### src/rtl/bcd_pkg.sv
// Shared types and helpers for the shift-and-add-3 binary-to-BCD converter.
// Holds the FSM states, the blank segment code and the seven-segment table.
package bcd_pkg;

    typedef enum logic {
        IDLE  = 1'b0,
        SHIFT = 1'b1
    } state_e;

    localparam logic [6:0] SEG_BLANK = 7'h7F;

    // Decimal digits needed for a width-bit unsigned value: ceil(width*log10(2)).
    function automatic int min_digits(input int width);
        return (width * 30103 + 99999) / 100000;
    endfunction

    // Active-low segments, bit0=a ... bit6=g; codes above 9 show blank.
    function automatic logic [6:0] seg7(input logic [3:0] bcd);
        logic [6:0] s;
        case (bcd)
            4'd0:    s = 7'b1000000;
            4'd1:    s = 7'b1111001;
            4'd2:    s = 7'b0100100;
            4'd3:    s = 7'b0110000;
            4'd4:    s = 7'b0011001;
            4'd5:    s = 7'b0010010;
            4'd6:    s = 7'b0000010;
            4'd7:    s = 7'b1111000;
            4'd8:    s = 7'b0000000;
            4'd9:    s = 7'b0010000;
            default: s = SEG_BLANK;
        endcase
        return s;
    endfunction

endpackage

### src/rtl/bcd_seg7_decoder.sv
// Single-digit BCD to active-low seven-segment decoder.
// A blank request overrides the digit and turns every segment off.
module bcd_seg7_decoder
    import bcd_pkg::*;
(
    input  logic [3:0] digit,
    input  logic       blank,
    output logic [6:0] seg
);

    // Blank wins over the digit pattern.
    always_comb begin
        seg = blank ? SEG_BLANK : seg7(digit);
    end

endmodule

### src/rtl/bcd_shift_converter.sv
// Sequential double-dabble binary-to-BCD converter, one shift per clock,
// with optional signed input, registered result and leading-zero blanking.
module bcd_shift_converter
    import bcd_pkg::*;
#(
    parameter int BIN_W    = 8,
    parameter int DIGITS   = 3,
    parameter int SIGNED   = 0,
    parameter int BLANK_LZ = 1
) (
    input  logic                  CLOCK_50,
    input  logic                  RESET_N,
    input  logic                  start,
    input  logic [BIN_W-1:0]      bin_in,
    output logic                  busy,
    output logic                  done,
    output logic [4*DIGITS-1:0]   bcd_out,
    output logic                  neg,
    output logic [7*DIGITS-1:0]   seg_out
);

    localparam int CNT_W = $clog2(BIN_W + 1);
    localparam int BCD_W = 4 * DIGITS;
    localparam logic [CNT_W-1:0] CNT_INIT = CNT_W'(BIN_W);
    localparam logic [CNT_W-1:0] CNT_ONE  = CNT_W'(1);

    if (BIN_W < 2) begin : g_bin_w_check
        $error("bcd_shift_converter: BIN_W must be at least 2");
    end

    if (DIGITS < min_digits(BIN_W)) begin : g_digits_check
        $error("bcd_shift_converter: DIGITS too small for BIN_W");
    end

    state_e             state_q, state_d;
    logic [BIN_W-1:0]   shreg_q, shreg_d;
    logic [BCD_W-1:0]   scratch_q, scratch_d;
    logic [CNT_W-1:0]   count_q, count_d;
    logic               neg_pending_q, neg_pending_d;
    logic [BCD_W-1:0]   bcd_q, bcd_d;
    logic               neg_q, neg_d;
    logic               done_q, done_d;

    logic [BCD_W-1:0]        adj;
    logic [BCD_W+BIN_W-1:0]  cat;
    logic                    neg_load;
    logic [DIGITS-1:0]       blank;
    logic                    zero_run;

    // Next-state: load on start, add-3 then shift while converting.
    always_comb begin
        state_d       = state_q;
        shreg_d       = shreg_q;
        scratch_d     = scratch_q;
        count_d       = count_q;
        neg_pending_d = neg_pending_q;
        bcd_d         = bcd_q;
        neg_d         = neg_q;
        done_d        = 1'b0;
        neg_load      = 1'b0;
        adj           = scratch_q;

        for (int k = 0; k < DIGITS; k++) begin
            if (scratch_q[4*k +: 4] >= 4'd5) begin
                adj[4*k +: 4] = scratch_q[4*k +: 4] + 4'd3;
            end
        end
        cat = {adj, shreg_q} << 1;

        unique case (state_q)
            IDLE: begin
                if (start) begin
                    neg_load      = (SIGNED != 0) && bin_in[BIN_W-1];
                    shreg_d       = neg_load ? -bin_in : bin_in;
                    neg_pending_d = neg_load;
                    scratch_d     = '0;
                    count_d       = CNT_INIT;
                    state_d       = SHIFT;
                end
            end
            SHIFT: begin
                scratch_d = cat[BCD_W+BIN_W-1:BIN_W];
                shreg_d   = cat[BIN_W-1:0];
                count_d   = count_q - CNT_ONE;
                if (count_q == CNT_ONE) begin
                    bcd_d   = cat[BCD_W+BIN_W-1:BIN_W];
                    neg_d   = neg_pending_q;
                    done_d  = 1'b1;
                    state_d = IDLE;
                end
            end
            default: state_d = IDLE;
        endcase
    end

    // State and datapath registers; reset aborts any conversion.
    always_ff @(posedge CLOCK_50 or negedge RESET_N) begin
        if (!RESET_N) begin
            state_q       <= IDLE;
            shreg_q       <= '0;
            scratch_q     <= '0;
            count_q       <= '0;
            neg_pending_q <= 1'b0;
            bcd_q         <= '0;
            neg_q         <= 1'b0;
            done_q        <= 1'b0;
        end else begin
            state_q       <= state_d;
            shreg_q       <= shreg_d;
            scratch_q     <= scratch_d;
            count_q       <= count_d;
            neg_pending_q <= neg_pending_d;
            bcd_q         <= bcd_d;
            neg_q         <= neg_d;
            done_q        <= done_d;
        end
    end

    // Prefix-zero chain from the top digit down; digit 0 always shows.
    always_comb begin
        zero_run = 1'b1;
        blank    = '0;
        for (int k = DIGITS - 1; k >= 0; k--) begin
            zero_run = zero_run && (bcd_q[4*k +: 4] == 4'd0);
            blank[k] = (BLANK_LZ != 0) && (k != 0) && zero_run;
        end
    end

    for (genvar gi = 0; gi < DIGITS; gi++) begin : g_dec
        bcd_seg7_decoder u_dec (
            .digit (bcd_q[4*gi +: 4]),
            .blank (blank[gi]),
            .seg   (seg_out[7*gi +: 7])
        );
    end

    assign busy    = (state_q == SHIFT);
    assign done    = done_q;
    assign bcd_out = bcd_q;
    assign neg     = neg_q;

endmodule

### config.mk
export PLATFORM = sky130hd
export DESIGN_NAME = bcd_shift_converter
export DESIGN_NICKNAME = d
export VERILOG_FILES = /design/src/rtl/bcd_pkg.sv /design/src/rtl/bcd_seg7_decoder.sv /design/src/rtl/bcd_shift_converter.sv
export SDC_FILE = /design/constraint.sdc
export NUM_CORES = 1
export LEC_CHECK = 0
export CORE_UTILIZATION = 56
export CTS_BUF_LIST = sky130_fd_sc_hd__clkbuf_16
export CTS_CLUSTER_DIAMETER = 50
export DETAILED_ROUTE_END_ITERATION = 16
export PLACE_DENSITY = 0.88
export SYNTH_ARGS = -nofsm -noshare
export SYNTH_HDL_FRONTEND = slang
export SYNTH_SLANG_ARGS = --single-unit
### constraint.sdc
create_clock -name CLOCK_50 -period 2.4 [get_ports CLOCK_50]
set_clock_uncertainty 0.05 [all_clocks]
set_input_delay 0.48 -clock CLOCK_50 [delete_from_list [all_inputs] [get_ports CLOCK_50]]
set_output_delay 0.48 -clock CLOCK_50 [all_outputs]
set_load 0.1 [all_outputs]
; Word-level counts from Yosys, hierarchy flattened
; Memories as Yosys holds them, arrays and structs flattened.
; Index checks and enable logic that the tools add are counted.
[word_totals]
reg_bits = 38
out_inout_bits = 36
word_cells = 39
memories = 3
mem_bits_ro = 336
[mem_list]
columns = memory, words, word_bits, rd, rd_clocked_by_memory_dff, write_ports, line_no
row1 = (no name shown), 16, 7, 1, 0, 0, bcd_pkg.sv:20  ; case (bcd)
row2 = (no name shown), 16, 7, 1, 0, 0, bcd_pkg.sv:20
row3 = (no name shown), 16, 7, 1, 0, 0, bcd_pkg.sv:20
[classes]
reduce_logical = 4
addsub = 4
n_bitwise = 1
eq_ne = 2
mux = 16
order_cmp = 3
[op_table]
columns = cell, n
row1 = one-hot mux 12 bit (2 select lines), 1
row2 = one-hot mux 8 bit (2 select lines), 1
row3 = two-way mux 7 bit, 2
row4 = ">= comparator 4 x 3 -> 1 bit, second input constant", 3
row5 = two-way mux 12 bit, 1
row6 = two-way mux 4 bit, 3
row7 = "adder 4 x 2 -> 4 bit, second input constant", 2
row8 = logical NOT 4 bit, 2
row9 = two-way mux 8 bit, 1
row10 = one-hot mux 4 bit (2 select lines), 1
row11 = "== test 4 x 1 -> 1 bit, second input constant", 1
row12 = two-way mux 1 bit, 4
row13 = "subtractor 4 x 1 -> 4 bit, second input constant", 1
row14 = "adder 3 x 2 -> 3 bit, second input constant", 1
row15 = two-way mux 3 bit, 1
row16 = "!= test 2 bit, second input constant", 1
row17 = one-hot mux 1 bit (2 select lines), 1
row18 = AND reduction 2 bit, 1
row19 = logical AND 1 bit, 1
row20 = inverter 1 bit, 1

; Longest topological paths before layout
[logic_depth]
word_depth = 3
depth_mapped = 6
depth_no_buf = 6

; Hierarchy
; From an unflattened synthesis, not the netlist that was laid out.
[hier_totals]
cells_unflattened = 276
hier_area_um2 = 2573.7
[by_module_without_submodules]
columns = module, cells_each, seq_area_each_um2, area_each_um2, n_inst
row1 = bcd_shift_converter, 177, 950.9, 1868.0, 1
row2 = bcd_seg7_decoder, 33, 0.0, 235.2, 3

; Worst setup path before layout
; No wires, ideal clock.
[synth_timing]
path_type = register to output
startpoint = reg bcd_q[5] (netlist: bcd_out[5])
endpoint = out seg_out[10]
slack_ns = -1.857
stages_incl_launch_ff = 6
t_arrival_ns = 3.727
path_cell_list = dfrtp_1 -> inv_1 -> ha_1 -> inv_1 -> nor2_1 -> o21ai_0
[synth_via]
elab_chain_len = 3
word_cells_on_any_way = 4
[synth_lines]
columns = item, line_no
row1 = "start, declared", bcd_shift_converter.sv:40  ; logic [BCD_W-1:0] bcd_q, bcd_d;
row2 = "start signal, assigned", bcd_shift_converter.sv:104  ; bcd_q <= '0;
row3 = "start signal, assigned", bcd_shift_converter.sv:113  ; bcd_q <= bcd_d;
row4 = branches (longest 2 deep; another with memory (16 x 7 bit)), n/a
row5 = two-way mux 7 bit *, bcd_seg7_decoder.sv:13  ; seg = blank ? SEG_BLANK : seg7(digit);
row6 = "end, declared", bcd_shift_converter.sv:19  ; output logic [7*DIGITS-1:0] seg_out
; Mark *: on every way between the ends.

; Worst setup path after layout
[layout_timing]
startpoint = reg bcd_q[1] (netlist: bcd_out[1])
endpoint = out seg_out[0]
[layout_via]
elab_chain_len = 1
[layout_lines]
columns = item
row1 = memory (16 x 7 bit)
; Every way passes these cells.

==> key figures <==
Layout
  • Most frequent cells in the layout: dfrtp_1, nand2_1, o21ai_0
  • NumNets Final: approximately 360
  • Most common library cell in the layout ignoring fill and taps: dfrtp_1
  • Final core utilization: ~87%
  • Layout cells sized above 1: roughly a third
  • Non-filler cells, final: ~380
  • Area Overhead vs Synth: 45.3%
  • N_diodes: 0
  • Fill count: a little over 200

Synthesis
  • Library cells used by synthesis: 32
  • Syn Nets: between 300 and 400
  • Post-synthesis cell count: 279
  • Yosys reg bits: 38
  • Post-synthesis xor/xnor area fraction: ~1.8%
  • Largest cells by area after synthesis: dfrtp_1, ha_1, mux2i_1
  • Syn. warnings: 0
  • Mux cell area share after synthesis: 9.25%
  • Sequential element share of the synthesized area: between 30% and 40%
  • Main combinational cell family by area after synthesis: simple AND/OR/NAND/NOR gates
  • Post-synthesis simple-gate area fraction: about 17%
  • Number of synthesized flops with an enable pin: 0
  • Cell Area, Synth: around 2500 µm²
  • Compound-Gate Fraction of Synth Area: between 10% and 20%
  • Adder-cell share of the synthesized area: around an eighth
  • Avg Cell Area, Syn: 8.82 µm²
  • Area share of the largest cell type after synthesis: 38.6%
  • Ys flop type: dfrtp_1
  • Ys async rst share: 100%
  • Area leader, netlist: dfrtp_1

Place
  • Dpl cells: roughly 370
  • Gpl congestion: 0.833
  • DP HPWL: just over 4000 µm
  • IO buf count: 45

Worst setup path
  • CP peak stage delay: 0.48 ns
  • FF-to-FF setup slack: approximately 0.59 ns
  • Worst path arrival time: between 1.5 and 2 ns
  • Critical path, cell by cell: inv_4 -> ha_1 -> or2_2 -> a21oi_2 -> nor2_4 -> buf_12
  • Worst path required time: 1.87 ns
  • Setup crit start kind: register
  • Worst-path fanout max: 7
  • Crit Path Category: register to output pin
  • Crit. End Element: output pin
  • Critical Path Slowest Stage Cell: dfrtp_4

Detailed routing
  • WL/cell: between 15 and 20 µm
  • Vias per std cell: about 5.7
  • Drt initial violations: 117
  • Drc violations: 0
  • Vias: between 2000 and 2500
  • TritonRoute pass-1 iters: 4
  • Detail Route Antenna Nets: 0
  • Routed WL: just under 6000 µm

CTS
  • Clock Tree Buf Depth: 2
  • Hold Buf Count CTS: 0
  • CTS tree: done
  • CTS H-Tree Depth: 2
  • Clock Tree Root: clkbuf_16
  • Post-CTS Setup Bufs: 0
  • Worst-Skew Late Latency: 0.28 ns
  • Number of buffers created by CTS: 5
  • Clk slew on worst S/H paths: 0.06 ns
  • CTS sink count: 38

Floorplanning
  • # IOs: 47
  • Core Footprint: 4120 µm²
  • Die ar.: about 4700 µm²
  • Die height: between 60 and 70 µm
  • Row count: 23
  • Die W: approximately 70 µm
  • Starting Density: 59.8%

Timing
  • Final period util: a little over nine tenths
  • Final hold violation count: 0
  • Final Critical Period: 2.35 ns
  • Slew HR: between 60 and 70%
  • Final setup fails: 0
  • Actual slew at the worst max-slew pin: ~0.52 ns
  • Setup TNS: 0 ns
  • Max-slew violation count: 0
  • Peak Freq: around 430 MHz
  • Hold_ws: between 0.1 and 0.15 ns
  • RSZ-0062 raised after global routing: no

Global routing
  • First-pass GRT wire length: 9760 µm
  • Largest net degree at the start of global routing: 26
  • Grt ovf: 0
  • Vias in the first global route: roughly 2200
  • Total track usage: 28.6%
  • Initial antenna violation count: 0

Run
  • MaxCap Viol Count: 0

Min path
  • Type of the worst min-delay path: input pin to asynchronous set/reset pin

Outcome
  • Outcome: finished, final reports clean
-- logic make-up after synthesis --
kind of cell    after synthesis
compound gates               69
xor+xnor                      5
fa+ha+maj                    23
buf+inv                      33
flops                        38
mux                          22
other cells                   1
simple gates                 88
-- cells in the mapped netlist (all sizes together), types with 3 or more instances --
cell / instances
dfrtp: 38
o21ai: 31
a21oi: 27
nand2: 27
ha: 23
nand2b: 22
nor2: 22
inv: 19
mux2i: 19
buf: 12
nor3b: 6
nor3: 4
xnor2: 4
mux2: 3
o31ai: 3
-- state kept, by name (all words and copies together), names as in the netlist --
register / count
bcd_out: 12
scratch_q: 12
shreg_q: 8
count_q: 4
busy: 1
done: 1
-- final timing paths --
path / from / endpoint / depth (start not counted)
worst min-delay path: RESET_N / done / 1
worst max register to register: scratch_q[0] / bcd_out[2] / 6
worst max-delay path: bcd_out[1] / seg_out[0] / 6
worst min register to register: shreg_q[0] / shreg_q[1] / 2
min in group CLOCK_50: shreg_q[0] / shreg_q[1] / 2
max in group asynchronous: RESET_N / scratch_q[5] / 2
-- layout make-up --
type,count,area [µm²],area share [%]
inverter,19,86.3,2.41
multi-input combinational,208,1610,45.1
timing repair buffer,52,686,19.2
tap,50,62.6,1.75
sequential,38,991,27.7
clock buffer,5,125,3.50
clock inverter,3,11.3,0.315
-- metal layers --
metal  part of all wire [%]  vias to the layer above  global-route usage, %
li1                       -                     1029                      -
met1                     40                     1035                   32.9
met2                     53                       69                   49.6
met3                    4.4                       17                   6.17
met4                    2.6                        0                   14.6
met5                      0                        -                      0
-- what timing repair did --
item                                    CTS  global route
gates cloned                              0             0
resized for setup                         3             4
endpoints found under the setup margin    5             6
pin swaps                                 0             1
-- critical path, delay by kind of cell, from the launching register on --
kind                     cells  cell delay [ns]
flip-flops                   1             0.48
AND/OR/NAND/NOR              2             0.36
AO/OA/AOI/OAI                1             0.27
buffers and inverters        2             0.24
adder cells (fa/ha/maj)      1             0.18
-- stage by stage --
stage	area (µm²)	worst slack, ns
CTS	3560	0.0228
global placement	3420	0.247
detailed placement	3420	0.186
finish	3580	0.0532
floorplan	2760	-0.121
global route	3580	0.00479
Power is left out: the tool's default activity adds up to more than one toggle a clock period on the data nets, which glitch-free logic cannot reach.
